File: src/rtl/morse_scheduler_pkg.sv
// Purpose: shared Morse scheduler types: FSM states, unit multiples, ASCII constants, code-table entry.
// Latency: n/a (declarations and a pure combinational helper only).
// Backpressure: n/a.
package morse_scheduler_pkg;

  typedef enum logic [2:0] {
    ST_IDLE,
    ST_FETCH,
    ST_LOOKUP,
    ST_MARK,
    ST_ELEM_GAP,
    ST_CHAR_GAP,
    ST_WORD_GAP
  } state_t;

  // Durations in Morse time units
  localparam int UNITS_DOT      = 1;
  localparam int UNITS_DASH     = 3;
  localparam int UNITS_ELEM_GAP = 1;
  localparam int UNITS_CHAR_GAP = 3;
  localparam int UNITS_WORD_GAP = 4;

  localparam logic [6:0] ASCII_SPACE   = 7'h20;
  localparam logic [6:0] ASCII_LOWER_A = 7'h61;
  localparam logic [6:0] ASCII_LOWER_Z = 7'h7A;
  localparam logic [6:0] ASCII_CASE    = 7'h20;

  // pattern[0] is the first element sent; a 1 bit is a dash
  typedef struct packed {
    logic       valid;
    logic [2:0] len;
    logic [4:0] pattern;
  } morse_code_t;

  // Build a table entry from the code written in reading order: the first
  // element sits in bit len-1 of seq, so ".-" is written 5'b01.
  function automatic morse_code_t mk_code(input logic [2:0] len, input logic [4:0] seq);
    logic [4:0]  rev;
    morse_code_t c;
    rev       = {seq[0], seq[1], seq[2], seq[3], seq[4]};
    c.valid   = 1'b1;
    c.len     = len;
    c.pattern = rev >> (3'd5 - len);
    return c;
  endfunction

endpackage

File: src/rtl/morse_lut.sv
// Purpose: ASCII (7-bit) to Morse code ROM; letters are case folded, digits supported, rest invalid.
// Latency: purely combinational.
// Backpressure: none; the output follows the input.
module morse_lut
  import morse_scheduler_pkg::*;
(
  input  logic [6:0]  ascii_i,
  output morse_code_t code_o
);

  logic [6:0] folded;

  // Fold lower-case letters onto upper case, then look up the code
  always_comb begin
    folded = ascii_i;
    if (ascii_i >= ASCII_LOWER_A && ascii_i <= ASCII_LOWER_Z) begin
      folded = ascii_i - ASCII_CASE;
    end
    code_o = '0;
    case (folded)
      7'h41: code_o = mk_code(3'd2, 5'b01);     // A .-
      7'h42: code_o = mk_code(3'd4, 5'b1000);   // B -...
      7'h43: code_o = mk_code(3'd4, 5'b1010);   // C -.-.
      7'h44: code_o = mk_code(3'd3, 5'b100);    // D -..
      7'h45: code_o = mk_code(3'd1, 5'b0);      // E .
      7'h46: code_o = mk_code(3'd4, 5'b0010);   // F ..-.
      7'h47: code_o = mk_code(3'd3, 5'b110);    // G --.
      7'h48: code_o = mk_code(3'd4, 5'b0000);   // H ....
      7'h49: code_o = mk_code(3'd2, 5'b00);     // I ..
      7'h4A: code_o = mk_code(3'd4, 5'b0111);   // J .---
      7'h4B: code_o = mk_code(3'd3, 5'b101);    // K -.-
      7'h4C: code_o = mk_code(3'd4, 5'b0100);   // L .-..
      7'h4D: code_o = mk_code(3'd2, 5'b11);     // M --
      7'h4E: code_o = mk_code(3'd2, 5'b10);     // N -.
      7'h4F: code_o = mk_code(3'd3, 5'b111);    // O ---
      7'h50: code_o = mk_code(3'd4, 5'b0110);   // P .--.
      7'h51: code_o = mk_code(3'd4, 5'b1101);   // Q --.-
      7'h52: code_o = mk_code(3'd3, 5'b010);    // R .-.
      7'h53: code_o = mk_code(3'd3, 5'b000);    // S ...
      7'h54: code_o = mk_code(3'd1, 5'b1);      // T -
      7'h55: code_o = mk_code(3'd3, 5'b001);    // U ..-
      7'h56: code_o = mk_code(3'd4, 5'b0001);   // V ...-
      7'h57: code_o = mk_code(3'd3, 5'b011);    // W .--
      7'h58: code_o = mk_code(3'd4, 5'b1001);   // X -..-
      7'h59: code_o = mk_code(3'd4, 5'b1011);   // Y -.--
      7'h5A: code_o = mk_code(3'd4, 5'b1100);   // Z --..
      7'h30: code_o = mk_code(3'd5, 5'b11111);  // 0 -----
      7'h31: code_o = mk_code(3'd5, 5'b01111);  // 1 .----
      7'h32: code_o = mk_code(3'd5, 5'b00111);  // 2 ..---
      7'h33: code_o = mk_code(3'd5, 5'b00011);  // 3 ...--
      7'h34: code_o = mk_code(3'd5, 5'b00001);  // 4 ....-
      7'h35: code_o = mk_code(3'd5, 5'b00000);  // 5 .....
      7'h36: code_o = mk_code(3'd5, 5'b10000);  // 6 -....
      7'h37: code_o = mk_code(3'd5, 5'b11000);  // 7 --...
      7'h38: code_o = mk_code(3'd5, 5'b11100);  // 8 ---..
      7'h39: code_o = mk_code(3'd5, 5'b11110);  // 9 ----.
      default: code_o = '0;
    endcase
  end

endmodule

File: src/rtl/morse_scheduler.sv
// Purpose: pops ASCII bytes from the character FIFO and keys them out as Morse dots/dashes/gaps.
// Latency: pop strobe in cycle N, key_o first high in N+2; every timed state lasts k*UNIT_TICKS cycles.
// Backpressure: fetches only when enabled in IDLE and the FIFO is non-empty; one pop per character.
module morse_scheduler
  import morse_scheduler_pkg::*;
#(
  parameter int UNIT_TICKS = 12_000_000,
  parameter int WORD_BITS  = 8
) (
  input  logic                 clk_i,
  input  logic                 reset_i,
  input  logic                 enable_i,
  input  logic                 fifo_empty_i,
  input  logic [WORD_BITS-1:0] fifo_rdata_i,
  output logic                 fifo_read_o,
  output logic                 key_o,
  output logic                 busy_o,
  output logic                 char_done_o,
  output logic                 bad_char_o
);

  localparam int TW = $clog2(4 * UNIT_TICKS);

  localparam logic [TW-1:0] T_DOT      = TW'(UNITS_DOT * UNIT_TICKS - 1);
  localparam logic [TW-1:0] T_DASH     = TW'(UNITS_DASH * UNIT_TICKS - 1);
  localparam logic [TW-1:0] T_ELEM_GAP = TW'(UNITS_ELEM_GAP * UNIT_TICKS - 1);
  localparam logic [TW-1:0] T_CHAR_GAP = TW'(UNITS_CHAR_GAP * UNIT_TICKS - 1);
  localparam logic [TW-1:0] T_WORD_GAP = TW'(UNITS_WORD_GAP * UNIT_TICKS - 1);

  state_t        state_q, state_d;
  logic [TW-1:0] timer_q, timer_d;
  logic [6:0]    char_q, char_d;
  logic [2:0]    len_q, len_d;
  logic [4:0]    pat_q, pat_d;
  logic [2:0]    idx_q, idx_d;
  logic          fifo_read_q, fifo_read_d;
  logic          key_q, key_d;
  logic          busy_q, busy_d;
  logic          char_done_q, char_done_d;
  logic          bad_char_q, bad_char_d;

  morse_code_t   lut_code;
  logic [2:0]    nxt_idx;

  // Bits above the 7-bit ASCII range are deliberately ignored
  if (WORD_BITS > 7) begin : g_hi_bits
    logic unused_hi_bits;
    assign unused_hi_bits = ^fifo_rdata_i[WORD_BITS-1:7];
  end

  morse_lut u_lut (
    .ascii_i (char_q),
    .code_o  (lut_code)
  );

  assign nxt_idx = idx_q + 3'd1;

  // Next-state, timer and element sequencing; outputs derived from the next state
  always_comb begin
    state_d     = state_q;
    timer_d     = (timer_q != '0) ? timer_q - 1'b1 : timer_q;
    char_d      = char_q;
    len_d       = len_q;
    pat_d       = pat_q;
    idx_d       = idx_q;
    char_done_d = 1'b0;
    bad_char_d  = 1'b0;

    case (state_q)
      ST_IDLE: begin
        if (enable_i && !fifo_empty_i) begin
          state_d = ST_FETCH;
        end
      end
      ST_FETCH: begin
        char_d  = fifo_rdata_i[6:0];
        state_d = ST_LOOKUP;
      end
      ST_LOOKUP: begin
        if (char_q == ASCII_SPACE) begin
          state_d = ST_WORD_GAP;
          timer_d = T_WORD_GAP;
        end else if (lut_code.valid) begin
          len_d   = lut_code.len;
          pat_d   = lut_code.pattern;
          idx_d   = 3'd0;
          state_d = ST_MARK;
          timer_d = lut_code.pattern[0] ? T_DASH : T_DOT;
        end else begin
          bad_char_d = 1'b1;
          state_d    = ST_IDLE;
        end
      end
      ST_MARK: begin
        if (timer_q == '0) begin
          if (idx_q == len_q - 3'd1) begin
            state_d = ST_CHAR_GAP;
            timer_d = T_CHAR_GAP;
          end else begin
            state_d = ST_ELEM_GAP;
            timer_d = T_ELEM_GAP;
          end
        end
      end
      ST_ELEM_GAP: begin
        if (timer_q == '0) begin
          idx_d   = nxt_idx;
          state_d = ST_MARK;
          timer_d = pat_q[nxt_idx] ? T_DASH : T_DOT;
        end
      end
      ST_CHAR_GAP, ST_WORD_GAP: begin
        if (timer_q == '0) begin
          char_done_d = 1'b1;
          state_d     = ST_IDLE;
        end
      end
      default: state_d = ST_IDLE;
    endcase

    fifo_read_d = (state_d == ST_FETCH);
    key_d       = (state_d == ST_MARK);
    busy_d      = (state_d != ST_IDLE);
  end

  // State, datapath and registered outputs; reset silences the key at once
  always_ff @(posedge clk_i or posedge reset_i) begin
    if (reset_i) begin
      state_q     <= ST_IDLE;
      timer_q     <= '0;
      char_q      <= '0;
      len_q       <= '0;
      pat_q       <= '0;
      idx_q       <= '0;
      fifo_read_q <= 1'b0;
      key_q       <= 1'b0;
      busy_q      <= 1'b0;
      char_done_q <= 1'b0;
      bad_char_q  <= 1'b0;
    end else begin
      state_q     <= state_d;
      timer_q     <= timer_d;
      char_q      <= char_d;
      len_q       <= len_d;
      pat_q       <= pat_d;
      idx_q       <= idx_d;
      fifo_read_q <= fifo_read_d;
      key_q       <= key_d;
      busy_q      <= busy_d;
      char_done_q <= char_done_d;
      bad_char_q  <= bad_char_d;
    end
  end

  assign fifo_read_o = fifo_read_q;
  assign key_o       = key_q;
  assign busy_o      = busy_q;
  assign char_done_o = char_done_q;
  assign bad_char_o  = bad_char_q;

endmodule

File: config.mk
export PLATFORM = sky130hd
export DESIGN_NAME = morse_scheduler
export DESIGN_NICKNAME = d
export VERILOG_FILES = /design/src/rtl/morse_scheduler_pkg.sv /design/src/rtl/morse_lut.sv /design/src/rtl/morse_scheduler.sv
export SDC_FILE = /design/constraint.sdc
export NUM_CORES = 1
export LEC_CHECK = 0
export ABC_AREA = 1
export CORE_MARGIN = 2
export CORE_UTILIZATION = 60
export CTS_CLUSTER_SIZE = 12
export DETAILED_ROUTE_END_ITERATION = 10
export PLACE_DENSITY = 0.76
export SYNTH_ARGS = -nofsm -noshare
export SYNTH_HDL_FRONTEND = slang
export SYNTH_SLANG_ARGS = --single-unit
File: constraint.sdc
create_clock -name clk_i -period 2.7 [get_ports clk_i]
set_input_delay 0.54 -clock clk_i [delete_from_list [all_inputs] [get_ports clk_i]]
set_output_delay 0.54 -clock clk_i [all_outputs]
set_load 0.1 [all_outputs]
==> results.cfg <==
[floorplan]
die_w_um = 83.6
die_area_um2 = 6990
initial_core_util_pct = 63.1
core_area_um2 = 6030
ioPinCount = 17
core.rowCount = 28
dieHeight_um = 83.6

[synth]
syn_nets = 565
ys_warn_count = 0
ys_types = 40
synth-edff-count = 0
ys_ff_latch = 52
yosysSeqAreaShare_pct = 34.2
synthCells = 541
syn_area_per_cell_um2 = 7.02
synth_ff_type = dfrtp_1
syn_area_um2 = 3800
postSynth.asyncResetShare_pct = 100

[clocking]
cts-htree-levels = 2
cts_resized = 0
cts_max_path_buffers = 2
cts_made_buffers = 5
tritoncts = done
postCtsSetupBuffers = 0
cts_hold_repair.buffers = 0
worstSkewPairLatency_ps = 320
clock_sinks = 52
clkTransAtPathRegs_ps = 100
cts-root-buf = clkbuf_8

[setup_path]
crit_chain = inv_1 -> ha_1 -> inv_1 -> nor2_1 -> nand2_1 -> nand3_2 -> nand2_2 -> nand2_1 -> nand2_2 -> nand3_4 -> nand2_4 -> nand2_4 -> inv_4 -> nor2_1 -> o21ai_1
crit_fanout = 10
cp_data_arrival_time_ps = 2550
end_kind = register
required_ps = 2890
critPathMaxStageDelay_ps = 480
crit_path_top_delay_cell = dfrtp_1
crit_type = register to register
crit_path_start_kind = register

[placement]
placed_cells = 631
place_congestion = 0.941
dp_hpwl_mm = 7.28
port-buffer-count = 15

[run]
cap_viol_max_count = 0

[cells_and_area]
finalNonFillerCells = 639
antennaDiodeCount = 0
nets = 587
final_util_pct = 68.8
final_layout_size_suffix_gt1_share_pct = 11.5
area_delta_synth_final_pct = 9.09

[routing]
postRouteAntennaNets = 0
viasPerCell = 5.54
drt-initial-drc-count = 187
wl_per_cell_um = 14.5
first_pass_iters = 5
num_vias = 3537
post-route-drc-count = 0
wl_mm = 9.29

[power]
vdd_drop_max_mv = 0.710
total_leakage_power_nw = 2.04
p_per_area_nw_per_um2 = 1060
p_total_mw = 4.41

[sta]
fmax_ghz = 0.424
finalMaxSlewViolations = 0
rsz0062_at_grt = no
fin_crit_sh_pct = 87.4
fin_setup_tns_ps = 0
finalHoldViolations = 0
maxSlewHeadroom_pct = 66.4
fin_crit_ps = 2360
fin_skew_ps = 13.5
worst_pin_slew_ps = 503
setup_viol_count_final = 0

[global_routing]
grt_overflow = 0
track_usage_pct = 27.8
grt_pass1_vias = 3461
grt_pass1_wl_mm = 15.9
grt_max_degree = 33
antenna_found_initial = 0

[worst_hold_path]
hold_path_class = register to register

[run_status]
status = finished, final reports clean
[worst max-delay path, delay by kind of cell, from the launching register on]
family / cells / cell delay (ps)
buf+inv: 3 / 230
simple gates: 10 / 1260
flops: 1 / 480
fa+ha+maj: 1 / 170
compound gates: 1 / 110
[metrics by stage]
step           hold slack (ps)  worst slack, ps  instance area [um2]
6_report                   491              340                 4150
5_1_grt                    536              123                 4150
4_1_cts                    487              331                 4150
3_5_place_dp               461              352                 4050
2_1_floorplan              444              678                 3800
3_3_place_gp               458              414                 4050
[power by group]
group | leakage [nW] | internal [mW] | switching, mW
clock | 0.0404 | 0.184 | 0.273
combinational | 1.34 | 0.868 | 1.69
sequential | 0.652 | 1.06 | 0.329
total | 2.04 | 2.11 | 2.29
[state kept, by name (all words and copies together) (netlist names)]
name and cells:
bad_char_o 1, char_done_o 1, fifo_read_o 1, busy_o 1
state_q 3, idx_q 3, key_o 1, len_q 3
pat_q 5, timer_q 26, char_q 7
[cell families (layout without fill, tap and decap cells)]
family,Yosys count,after routing,synth area share [%]
xor+xnor,20,20,4.61
buf+inv,77,100,8.13
simple gates,302,302,37.2
flops,52,52,34.2
fa+ha+maj,12,12,3.95
compound gates,78,78,11.9
[synthesized netlist by cell type (3+ instances only)]
cell / n / area (um2)
nand3_1: 37 / 185
nor2_2: 8 / 50.1
a21oi_1: 24 / 120
xnor2_1: 8 / 70.1
o21ai_0: 22 / 110
inv_1: 63 / 236
nand2_2: 7 / 43.8
a31oi_1: 4 / 25.0
inv_2: 6 / 22.5
o21ai_2: 5 / 43.8
clkbuf_1: 3 / 11.3
nand2_1: 128 / 480
nand2_4: 5 / 56.3
o211ai_1: 6 / 45.0
xor2_1: 12 / 105
dfrtp_1: 52 / 1300
nor3_1: 10 / 50.1
o21ai_1: 8 / 40.0
o22ai_1: 4 / 25.0
nand3b_1: 7 / 52.6
nor2_4: 3 / 33.8
ha_1: 12 / 150
nand4_1: 5 / 31.3
nor2_1: 80 / 300
[layout make-up]
type,count,area [um2]
Multi-Input combinational cell,412,2190
Fill cell,528,1880
Tap cell,75,93.8
Inverter,70,265
Clock inverter,3,23.8
Clock buffer,5,68.8
Sequential cell,52,1300
Timing Repair Buffer,22,203
[layout by cell type (no fill, tap or decap), types with 2 or more instances in the layout]
cell type          n
a21oi_1           24
a31oi_1            4
buf_4             11
clkbuf_8           5
clkdlybuf4s50_1   10
clkinvlp_4         2
dfrtp_1           52
ha_1              12
inv_1             62
inv_2              7
nand2_1          128
nand2_2            7
nand2_4            5
nand3_1           37
nand3_2            2
nand3_4            2
nand3b_1           7
nand4_1            5
nor2_1            80
nor2_2             8
nor2_4             3
nor3_1            10
nor4_1             2
o211ai_1           6
o21ai_0           22
o21ai_1            8
o21ai_2            5
o22ai_1            4
or2_2              2
xnor2_1            8
xor2_1            12
[routing by layer]
layer	track usage [%]	vias to the layer above	wire, um
met4	11.7	0	310
met2	49.6	127	4750
met5	0	-	0
met1	33.4	1598	3860
met3	4.06	26	374
li1	-	1786	-
[final timing paths]
check	cells past startpoint	slack (ps)	end	startpoint
worst max-delay path	15	340	timer_q[21]	char_q[0]
worst min-delay path	2	490	pat_q[1]	pat_q[1]
worst max register to register	15	340	timer_q[21]	char_q[0]
worst min register to register	2	490	pat_q[1]	pat_q[1]
max in group asynchronous	3	1610	timer_q[19]	reset_i
min in group asynchronous	2	550	len_q[1]	reset_i
(Power assumes the default switching activity.)
